<file path="config.mk">
export PLATFORM = sky130hd
export DESIGN_NAME = wb_arbiter_flat
export DESIGN_NICKNAME = d
export VERILOG_FILES = /design/src/rtl/wb_arbiter_pkg.sv /design/src/rtl/wb_arbiter_if.sv /design/src/rtl/wb_arbiter_sync_fifo.sv /design/src/rtl/wb_arbiter.sv /design/src/flat_wrapper.sv
export SDC_FILE = /design/constraint.sdc
export NUM_CORES = 1
export LEC_CHECK = 0
export CORE_AREA = 2 2 80 82
export DETAILED_ROUTE_END_ITERATION = 8
export DIE_AREA = 0 0 82 84
export PLACE_DENSITY = 0.86
export REMOVE_ABC_BUFFERS = 1
export SETUP_SLACK_MARGIN = 0.2
export SLEW_MARGIN = 0
export SYNTH_ARGS = -nofsm -noshare
export SYNTH_HDL_FRONTEND = slang
export SYNTH_SLANG_ARGS = --single-unit
</file>
<file path="constraint.sdc">
create_clock -name clk -period 2.6 [get_ports clk]
set_input_delay 0.78 -clock clk [delete_from_list [all_inputs] [get_ports clk]]
set_output_delay 0.78 -clock clk [all_outputs]
set_load 0.01 [all_outputs]
</file>
<file path="src/rtl/wb_arbiter_pkg.sv">
// Shared types for the writeback arbiter: request payload, source identifiers and the
// default sizing that the request struct is built on.
package wb_pkg;

  localparam int unsigned WB_DATA_WIDTH = 8;
  localparam int unsigned WB_NUM_REG    = 6;
  localparam int unsigned WB_SEL_W      = $clog2(WB_NUM_REG);
  localparam int unsigned WB_DEPTH      = 4;
  localparam int unsigned WB_CNT_W      = 8;

  typedef struct packed {
    logic [WB_SEL_W-1:0]      select;
    logic [WB_DATA_WIDTH-1:0] data;
  } wb_req_t;

  typedef enum logic {
    SRC_ALU = 1'b0,
    SRC_LSU = 1'b1
  } source_e;

  // Saturating increment used by the drop counter.
  function automatic logic [WB_CNT_W-1:0] sat_inc(input logic [WB_CNT_W-1:0] val);
    return (&val) ? val : val + WB_CNT_W'(1);
  endfunction

endpackage

</file>
<file path="src/rtl/wb_arbiter_if.sv">
// Bus bundle between the two write producers / reg_bank and the writeback arbiter.
// master = producer and reg_bank side, slave = arbiter side.
interface wb_arbiter_if #(
  parameter int unsigned DATA_WIDTH = 8,
  parameter int unsigned NUM_REG    = 6,
  parameter int unsigned DEPTH      = 4
);

  localparam int unsigned SelW = $clog2(NUM_REG);
  localparam int unsigned CntW = $clog2(DEPTH) + 1;

  logic                  i_alu_valid;
  logic                  o_alu_ready;
  logic [SelW-1:0]       i_alu_select;
  logic [DATA_WIDTH-1:0] i_alu_data;

  logic                  i_lsu_valid;
  logic                  o_lsu_ready;
  logic [SelW-1:0]       i_lsu_select;
  logic [DATA_WIDTH-1:0] i_lsu_data;

  logic                  o_write_enable;
  logic [SelW-1:0]       o_write_select;
  logic [DATA_WIDTH-1:0] o_write_data;

  logic [CntW-1:0]       o_pending;
  logic                  o_drop;
  logic [7:0]            o_drop_count;

  modport master (
    output i_alu_valid, i_alu_select, i_alu_data,
    output i_lsu_valid, i_lsu_select, i_lsu_data,
    input  o_alu_ready, o_lsu_ready,
    input  o_write_enable, o_write_select, o_write_data,
    input  o_pending, o_drop, o_drop_count
  );

  modport slave (
    input  i_alu_valid, i_alu_select, i_alu_data,
    input  i_lsu_valid, i_lsu_select, i_lsu_data,
    output o_alu_ready, o_lsu_ready,
    output o_write_enable, o_write_select, o_write_data,
    output o_pending, o_drop, o_drop_count
  );

endinterface

</file>
<file path="src/rtl/wb_arbiter_sync_fifo.sv">
// Single-clock FIFO with occupancy count; push when full and pop when empty are ignored.
// DEPTH must be a power of two so the pointers wrap for free.
module sync_fifo #(
  parameter type         DATA_T = logic [7:0],
  parameter int unsigned DEPTH  = 4,
  localparam int unsigned PtrW  = (DEPTH > 1) ? $clog2(DEPTH) : 1,
  localparam int unsigned CntW  = $clog2(DEPTH) + 1
) (
  input  logic            clk_i,
  input  logic            rst_i,
  input  logic            push_i,
  input  DATA_T           data_i,
  input  logic            pop_i,
  output DATA_T           head_o,
  output logic [CntW-1:0] count_o,
  output logic            full_o,
  output logic            empty_o
);

  DATA_T           mem_q [DEPTH];
  DATA_T           mem_d [DEPTH];
  logic [PtrW-1:0] wr_ptr_q, wr_ptr_d;
  logic [PtrW-1:0] rd_ptr_q, rd_ptr_d;
  logic [CntW-1:0] count_q, count_d;
  logic            full, empty;
  logic            do_push, do_pop;

  assign full  = (count_q == CntW'(DEPTH));
  assign empty = (count_q == '0);

  always_comb begin
    do_push  = push_i && !full;
    do_pop   = pop_i && !empty;
    mem_d    = mem_q;
    wr_ptr_d = wr_ptr_q;
    rd_ptr_d = rd_ptr_q;
    count_d  = count_q;

    if (do_push) begin
      mem_d[wr_ptr_q] = data_i;
      wr_ptr_d        = wr_ptr_q + PtrW'(1);
    end
    if (do_pop) begin
      rd_ptr_d = rd_ptr_q + PtrW'(1);
    end

    unique case ({do_push, do_pop})
      2'b10:   count_d = count_q + CntW'(1);
      2'b01:   count_d = count_q - CntW'(1);
      default: count_d = count_q;
    endcase
  end

  always_ff @(posedge clk_i) begin
    if (rst_i) begin
      wr_ptr_q <= '0;
      rd_ptr_q <= '0;
      count_q  <= '0;
    end else begin
      wr_ptr_q <= wr_ptr_d;
      rd_ptr_q <= rd_ptr_d;
      count_q  <= count_d;
    end
  end

  // Storage needs no reset: contents are only observed through the count.
  always_ff @(posedge clk_i) begin
    mem_q <= mem_d;
  end

  assign head_o  = mem_q[rd_ptr_q];
  assign count_o = count_q;
  assign full_o  = full;
  assign empty_o = empty;

endmodule

</file>
<file path="src/rtl/wb_arbiter.sv">
// Writeback arbiter: round-robin between ALU and load results, drops out-of-range
// destinations, and drains one buffered write per cycle into reg_bank.
module wb_arbiter
  import wb_pkg::*;
#(
  parameter int unsigned DATA_WIDTH = WB_DATA_WIDTH,
  parameter int unsigned NUM_REG    = WB_NUM_REG,
  parameter int unsigned DEPTH      = WB_DEPTH
) (
  input logic          clk,
  input logic          rst,
  wb_arbiter_if.slave  bus
);

  localparam int unsigned SelW = $clog2(NUM_REG);
  localparam int unsigned CntW = $clog2(DEPTH) + 1;
  localparam logic [SelW:0] NumRegExt = (SelW + 1)'(NUM_REG);

  source_e         last_grant_q, last_grant_d;
  logic            drop_q, drop_d;
  logic [7:0]      drop_count_q, drop_count_d;

  logic            alu_grant, lsu_grant;
  logic            alu_ready, lsu_ready;
  logic            accept, in_range, push, pop;
  wb_req_t         acc_req, head;
  logic [CntW-1:0] count;
  logic            full, empty;

  // Round-robin: with both valid, the source not granted last wins.
  always_comb begin
    alu_grant = bus.i_alu_valid && (!bus.i_lsu_valid || (last_grant_q == SRC_LSU));
    lsu_grant = bus.i_lsu_valid && !alu_grant;
    alu_ready = !rst && !full && alu_grant;
    lsu_ready = !rst && !full && lsu_grant;
  end

  always_comb begin
    accept         = alu_ready || lsu_ready;
    acc_req.select = alu_ready ? bus.i_alu_select : bus.i_lsu_select;
    acc_req.data   = alu_ready ? bus.i_alu_data : bus.i_lsu_data;
    in_range       = ({1'b0, acc_req.select} < NumRegExt);
    push           = accept && in_range;
    drop_d         = accept && !in_range;

    last_grant_d = last_grant_q;
    if (alu_ready) begin
      last_grant_d = SRC_ALU;
    end else if (lsu_ready) begin
      last_grant_d = SRC_LSU;
    end

    drop_count_d = drop_d ? sat_inc(drop_count_q) : drop_count_q;
    // reg_bank never stalls, so the head leaves whenever there is one.
    pop = !empty && !rst;
  end

  always_ff @(posedge clk) begin
    if (rst) begin
      last_grant_q <= SRC_LSU;
      drop_q       <= 1'b0;
      drop_count_q <= '0;
    end else begin
      last_grant_q <= last_grant_d;
      drop_q       <= drop_d;
      drop_count_q <= drop_count_d;
    end
  end

  sync_fifo #(
    .DATA_T (wb_req_t),
    .DEPTH  (DEPTH)
  ) u_fifo (
    .clk_i   (clk),
    .rst_i   (rst),
    .push_i  (push),
    .data_i  (acc_req),
    .pop_i   (pop),
    .head_o  (head),
    .count_o (count),
    .full_o  (full),
    .empty_o (empty)
  );

  assign bus.o_alu_ready    = alu_ready;
  assign bus.o_lsu_ready    = lsu_ready;
  assign bus.o_write_enable = pop;
  assign bus.o_write_select = pop ? head.select : '0;
  assign bus.o_write_data   = pop ? head.data : '0;
  assign bus.o_pending      = count;
  assign bus.o_drop         = drop_q;
  assign bus.o_drop_count   = drop_count_q;

endmodule

</file>
<file path="src/flat_wrapper.sv">
// flat-port wrapper written by rule: the top's interface ports become plain ports
module wb_arbiter_flat import wb_pkg::*;
#(
  parameter int unsigned DATA_WIDTH = WB_DATA_WIDTH,
  parameter int unsigned NUM_REG    = WB_NUM_REG,
  parameter int unsigned DEPTH      = WB_DEPTH
)
  (clk, rst, bus_i_alu_valid, bus_i_alu_select, bus_i_alu_data, bus_i_lsu_valid, bus_i_lsu_select, bus_i_lsu_data, bus_o_alu_ready, bus_o_lsu_ready, bus_o_write_enable, bus_o_write_select, bus_o_write_data, bus_o_pending, bus_o_drop, bus_o_drop_count);
  wb_arbiter_if #(.DATA_WIDTH(DATA_WIDTH), .NUM_REG(NUM_REG), .DEPTH(DEPTH)) bus_i ();
  input logic clk;
  input logic rst;
  input wire logic [$bits(bus_i.i_alu_valid)-1:0] bus_i_alu_valid;
  input wire logic [$bits(bus_i.i_alu_select)-1:0] bus_i_alu_select;
  input wire logic [$bits(bus_i.i_alu_data)-1:0] bus_i_alu_data;
  input wire logic [$bits(bus_i.i_lsu_valid)-1:0] bus_i_lsu_valid;
  input wire logic [$bits(bus_i.i_lsu_select)-1:0] bus_i_lsu_select;
  input wire logic [$bits(bus_i.i_lsu_data)-1:0] bus_i_lsu_data;
  output wire logic [$bits(bus_i.o_alu_ready)-1:0] bus_o_alu_ready;
  output wire logic [$bits(bus_i.o_lsu_ready)-1:0] bus_o_lsu_ready;
  output wire logic [$bits(bus_i.o_write_enable)-1:0] bus_o_write_enable;
  output wire logic [$bits(bus_i.o_write_select)-1:0] bus_o_write_select;
  output wire logic [$bits(bus_i.o_write_data)-1:0] bus_o_write_data;
  output wire logic [$bits(bus_i.o_pending)-1:0] bus_o_pending;
  output wire logic [$bits(bus_i.o_drop)-1:0] bus_o_drop;
  output wire logic [$bits(bus_i.o_drop_count)-1:0] bus_o_drop_count;
  assign bus_i.i_alu_valid = bus_i_alu_valid;
  assign bus_i.i_alu_select = bus_i_alu_select;
  assign bus_i.i_alu_data = bus_i_alu_data;
  assign bus_i.i_lsu_valid = bus_i_lsu_valid;
  assign bus_i.i_lsu_select = bus_i_lsu_select;
  assign bus_i.i_lsu_data = bus_i_lsu_data;
  assign bus_o_alu_ready = bus_i.o_alu_ready;
  assign bus_o_lsu_ready = bus_i.o_lsu_ready;
  assign bus_o_write_enable = bus_i.o_write_enable;
  assign bus_o_write_select = bus_i.o_write_select;
  assign bus_o_write_data = bus_i.o_write_data;
  assign bus_o_pending = bus_i.o_pending;
  assign bus_o_drop = bus_i.o_drop;
  assign bus_o_drop_count = bus_i.o_drop_count;
  wb_arbiter #(.DATA_WIDTH(DATA_WIDTH), .NUM_REG(NUM_REG), .DEPTH(DEPTH)) u_core (.clk(clk), .rst(rst), .bus(bus_i));
endmodule
</file>
==> Yosys cells after proc, flatten, opt, wreduce, memory -nomap -nowiden <==
Cells that the tools add are included.
{ "totals": {"reg_bits": 61, "out_inout_bits": 26, "input_bits": 26, "wordCells": 66} }
{ "classes": {"n_addsub": 5, "n_mux": 13, "order_cmp": 4, "bitwise": 3, "n_reduce_logical": 24, "eq_ne": 3} }
{ "ops": {"columns": ["operator", "count"], "rows": [
  ["bitwise mux 44 bit", 1],
  ["2-to-1 mux 11 bit", 3],
  ["binary-select mux 11 bit (select 2 bit)", 1],
  ["demux 11 bit (select 2 bit)", 1],
  ["2-to-1 mux 8 bit", 2],
  ["logical AND 1 bit", 11],
  ["adder 8 x 1 -> 8 bit, second input constant", 1],
  ["AND reduction 8 bit", 1],
  [">= comparator 3 bit, second input constant", 2],
  ["logical NOT 1 bit", 6],
  ["2-to-1 mux 3 bit", 2],
  ["NOT 2 -> 3 bit", 2],
  ["one-hot mux 3 bit (2 select lines)", 1],
  ["adder 2 x 1 -> 2 bit, second input constant", 2],
  ["nonzero test 2 bit", 2],
  ["adder 3 x 1 -> 3 bit, second input constant", 1],
  ["== test 3 bit, second input constant", 1],
  ["logical NOT 3 bit", 1],
  ["< comparator 3 x 1 -> 1 bit, second input constant", 1],
  ["< comparator 3 bit, second input constant", 1],
  ["subtractor 3 x 1 -> 3 bit, second input constant", 1],
  ["== test 2 x 1 -> 1 bit, second input constant", 1],
  ["== test 2 bit, second input constant", 1],
  ["logical OR 1 bit", 2],
  ["other kinds (3)", 4]
]} }

==> Logic depth before layout (Yosys ltp) <==
{ "logic_depth": {"ltp_word": 11, "mapped_depth": 11, "mapped_depth_nobuf": 10} }

==> Hierarchy <==
Synthesis repeated with hierarchy kept, for this count alone.
{ "unflattened": {"hier_cells": 213, "area_unflattened_um2": 2786.4} }
{ "modules_own_cells": {"columns": ["mod", "seq_area_each_um2", "instances", "cells_per_inst", "area_each_um2"], "rows": [
  ["sync_fifo", 1461.4, 1, 107, 2062.0],
  ["wb_arbiter", 200.2, 1, 106, 724.4]
]} }

==> Worst setup path before layout <==
No wires, ideal clock.
{ "synth_path": {"path_type": "input to register", "from": "in rst", "to": "reg u_core.u_fifo.count_q[2], in the netlist u_core.u_fifo.count_o[2]", "arrival_ps": 2725, "cell_stages": 10, "path_slack_ps": -195, "n_path_buf": 2, "required_time_ps": 2529, "setup_ps": 71, "cell_sequence": "buf_2 or2_2 clkbuf_1 inv_1 ha_1 inv_1 fa_1 xor2_1 or3_1 a21oi_1"} }
{ "synth_via": {"elab_cells_between_ends": 15, "cone_classes": "1 x order compare; 2 x eq/ne; 2 x mux; 10 x reduce/logical"} }
{ "synth_lines": {"columns": ["element", "line_no", "text"], "rows": [
  ["start, declared", "flat_wrapper.sv:11", "input logic rst;"],
  ["logical NOT 1 bit *", "wb_arbiter.sv:55", "pop = !empty && !rst;"],
  ["logical AND 1 bit *", "wb_arbiter.sv:55", null],
  ["via bus_o_write_enable", "flat_wrapper.sv:20", "output wire logic [$bits(bus_i.o_write_enable)-1:0] bus_o_write_enable;"],
  ["logical AND 1 bit *", "wb_arbiter_sync_fifo.sv:33", "do_pop = pop_i && !empty;"],
  ["== test 2 x 1 -> 1 bit / == test 2 bit (equally long branches)", "wb_arbiter_sync_fifo.sv:47", "unique case ({do_push, do_pop})"],
  ["one-hot mux 3 bit (2 select lines) / nonzero test 2 bit (equally long branches)", null, null],
  ["end signal, assigned", "wb_arbiter_sync_fifo.sv:62", "count_q <= count_d;"],
  ["end, declared", "wb_arbiter_sync_fifo.sv:24", "logic [CntW-1:0] count_q, count_d;"]
]} }
The timed path passes the listed nets; every way through them passes the cells marked *.
A chain may end at the register's enable or synchronous reset.

==> Worst setup path in the final report <==
{ "layout_path": {"from": "in bus_i_lsu_select[2]", "to": "reg u_core.u_fifo.count_q[2], in the netlist u_core.u_fifo.count_o[2]"} }
{ "layout_via": {"elab_chain_cells": 6, "elab_cells_between_ends": 8, "cone_classes": "1 x order compare; 2 x eq/ne; 2 x mux; 3 x reduce/logical"} }
{ "layout_rtl": {"columns": ["element", "line_no", "text"], "rows": [
  ["start, declared", "flat_wrapper.sv:16", "input wire logic [$bits(bus_i.i_lsu_select)-1:0] bus_i_lsu_select;"],
  ["2-to-1 mux 3 bit *", "wb_arbiter.sv:40", "acc_req.select = alu_ready ? bus.i_alu_select : bus.i_lsu_select;"],
  ["< comparator 3 bit *", "wb_arbiter.sv:42", "in_range = ({1'b0, acc_req.select} < NumRegExt);"],
  ["logical AND 1 bit *", "wb_arbiter.sv:43", "push = accept && in_range;"],
  ["logical AND 1 bit *", "wb_arbiter_sync_fifo.sv:32", "do_push = push_i && !full;"],
  ["== test 2 x 1 -> 1 bit / == test 2 bit (equally long branches)", "wb_arbiter_sync_fifo.sv:47", null],
  ["one-hot mux 3 bit (2 select lines) / nonzero test 2 bit (equally long branches)", null, null]
]} }
Mark *: on every way between the ends. The rest lies on a longest branch, timed or not.

==> run_results.csv <==
group,metric,value,unit
logic_synthesis,ys_top_cells_by_count,"44 x edfxtp_1, 17 x dfxtp_1, 13 x nor2b_1, 12 x mux2_2",
clocking,clockRootBuffer,"clkbuf_8",
logic_synthesis,synth_top_cell_by_area,"edfxtp_1",
sta,rsz0062_at_grt,"true",
logic_synthesis,synth_flop_cell,"edfxtp_1",
placed_design,dpl_cell_area,0.00347,mm2
logic_synthesis,synthCells,189,
floorplan,ios,52,
finish,fin_nets,304,
pwr,peakVddDrop,0.389,mV
drt,wl_met3,313,um
logic_synthesis,syn_avg_cell_area,14.3,um2
floorplan,coreArea,0.00610,mm2
sta,finalCriticalPeriod,2480,ps
logic_synthesis,async_flop_share,0,
sta,fin_crit_sh,0.954,
logic_synthesis,seq_area_frac_synth,0.613,
floorplan,dieHeight,84,um
clocking,numCtsBuffers,9,
logic_synthesis,synth_edf_count,44,
sta,finalSetupViolCount,0,
setup_path,endpoint_kind,"flop",
logic_synthesis,yosys-top-cells-area,"edfxtp_1 49%, dfxtp_1 13%, mux4_2 9.1%",
setup_path,crit_required,2870,ps
pwr,powerDensity,795,mW/mm2
status,outcome,"complete, no violations",
drt,drcViolationCount,0,
sta,slew_headroom,0.768,
logic_synthesis,syn_area,0.00271,mm2
setup_path,worstSetupPathType,"primary input to flop",
sta,worst_pin_slew,345,ps
finish,antenna_cells,0,
logic_synthesis,yosysMostFrequentCell,"edfxtp_1",
global_route,grt_max_degree,13,
sta,hold_viol_final,0,
run,drv_cap,0,
global_route,grt_pass1_wl,9110,um
sta,fmax,403,MHz
setup_path,start_kind,"primary input",
clocking,clkTransAtPathRegs,70,ps
floorplan,die_w,82,um
clocking,cts_sinks,61,
pwr,power_leakage,0.00138,uW
clocking,cts.path.max_buffers,2,
setup_path,cp_max_fo,2,
floorplan,initial_core_util,0.445,
hold_path,hold_path_class,"flop to flop",
drt,drtPass1Iterations,7,
logic_synthesis,yosysWarnings,0,
floorplan,row_count,29,
finish,drive_above_1_share,0.351,
drt,wl_met1,2160,um
sta,slew_viol_final,0,
sta,setup_tns,0,ps
clocking,ctsHoldBuffers,0,
finish,area.growth.synth_to_final,38.1,%
logic_synthesis,ys_types,35,
logic_synthesis,synth_seq_cells,61,
global_route,grt_pass1_vias,1893,
placed_design,port_buffers,51,
drt,vias,1852,
clocking,cts_tree,"built",
drt,wirelength,5950,um
drt,wire_per_inst,16.9,um
global_route,antenna_found_initial,0,
placed_design,dp_hpwl,3840,um
setup_path,arrival,2750,ps
drt,route.met2.wl,3380,um
placed_design,place.gp.congestion,0.783,
logic_synthesis,yosysTopAreaCellShare,0.488,
drt,final_antenna_net_count,0,
sta,skew,7.83,ps
drt,vias_per_cell,5.25,
clocking,cts-htree-levels,3,
drt,first_iter_violations,99,
global_route,overflow,0,
floorplan,dieArea,0.00689,mm2
drt,dr.max_layer_used,"met4",
global_route,grt_usage,0.184,
finish,stdcell_area,0.00374,mm2
clocking,clkLatencyLatePin,340,ps
kinds of logic after synthesis:
logic type / count (synthesis) / synth area share
adders and majority gates: 7 / 0.0351
and+or+nand+nor: 58 / 0.122
muxes: 27 / 0.156
buffers and inverters: 16 / 0.0249
xor gates and xnor gates: 5 / 0.0162
AOI/OAI and AO/OA: 15 / 0.0323
DFF: 61 / 0.613
critical path, stage by stage:
cell and delay (ps):
clkdlybuf4s15_2 200, nand2_1 60, a21o_1 170, and3b_2 200, inv_1 60, ha_2 180
inv_2 40, fa_2 340, xor2_1 190, or3_4 400, a21oi_2 130
area by class of cell:
type | count | area [um2]
Fill cell | 451 | 2350
Tap cell | 77 | 96.3
Clock inverter | 7 | 75.1
Multi-Input combinational cell | 113 | 1040
Clock buffer | 9 | 124
Timing Repair Buffer | 78 | 718
Inverter | 8 | 30.0
Sequential cell | 61 | 1660
cell usage in the layout (no fill, tap or decap), types with 6 or more instances in the layout:
cell             count
dfxtp_1             16
buf_2               14
inv_1                6
nor2_1              11
clkbuf_8             9
and2_1               6
clkdlybuf4s50_1     30
mux2_2              12
mux4_2              11
nor2b_1             12
edfxtp_1            44
buf_4               19
layer usage:
| metal | up-vias | global-route usage |
|---|---|---|
| li1 | 871 | - |
| met1 | 913 | 0.192 |
| met2 | 59 | 0.333 |
| met3 | 9 | 0.0595 |
| met4 | 0 | 0.0712 |
| met5 | - | 0 |
state kept, by name, indices dropped and copies added, names as in the netlist:
name / count
u_core.last_grant_q: 1
u_core.bus.o_drop: 1
u_core.u_fifo.count_o: 3
u_core.u_fifo.wr_ptr_q: 2
u_core.u_fifo.rd_ptr_q: 2
u_core.u_fifo.mem_q: 44
u_core.bus.o_drop_count: 8
stage by stage:
stage               cells  hold WS, ps  utilization  setup slack (ps)  total power (uW)
finish                353          509        0.614               120              2980
floorplan             181          493            -              69.1              1650
global route          353          550        0.614              77.2              3120
CTS                   352          513        0.609               133              2950
global placement      328          483        0.570              -516              2030
detailed placement    328          493        0.570              -541              2060
report_power, final:
group	internal [uW]	leakage (uW)	total (uW)	switching, uW
registers	1140	0.000539	1200	61.4
clock network	445	0.0000935	829	385
logic	526	0.000752	952	425
final timing paths:
kind         slack, ps                    endpoint  cells after the start                  startpoint
min                510  u_core.bus.o_drop_count[2]                      1  u_core.bus.o_drop_count[2]
min reg2reg        510  u_core.bus.o_drop_count[2]                      1  u_core.bus.o_drop_count[2]
max                120    u_core.u_fifo.count_o[2]                     11         bus_i_lsu_select[2]
max reg2reg        200    u_core.u_fifo.count_o[2]                     10    u_core.u_fifo.count_o[0]
repair_timing:
| item | in CTS | in global routing |
|---|---|---|
| cloned | 1 | 0 |
| resized for setup | 89 | 5 |
| pin swaps | 12 | 0 |
| setup buffers | 7 | 1 |
| endpoints found under the setup margin | 16 | 13 |
(Power assumes the default switching activity.)
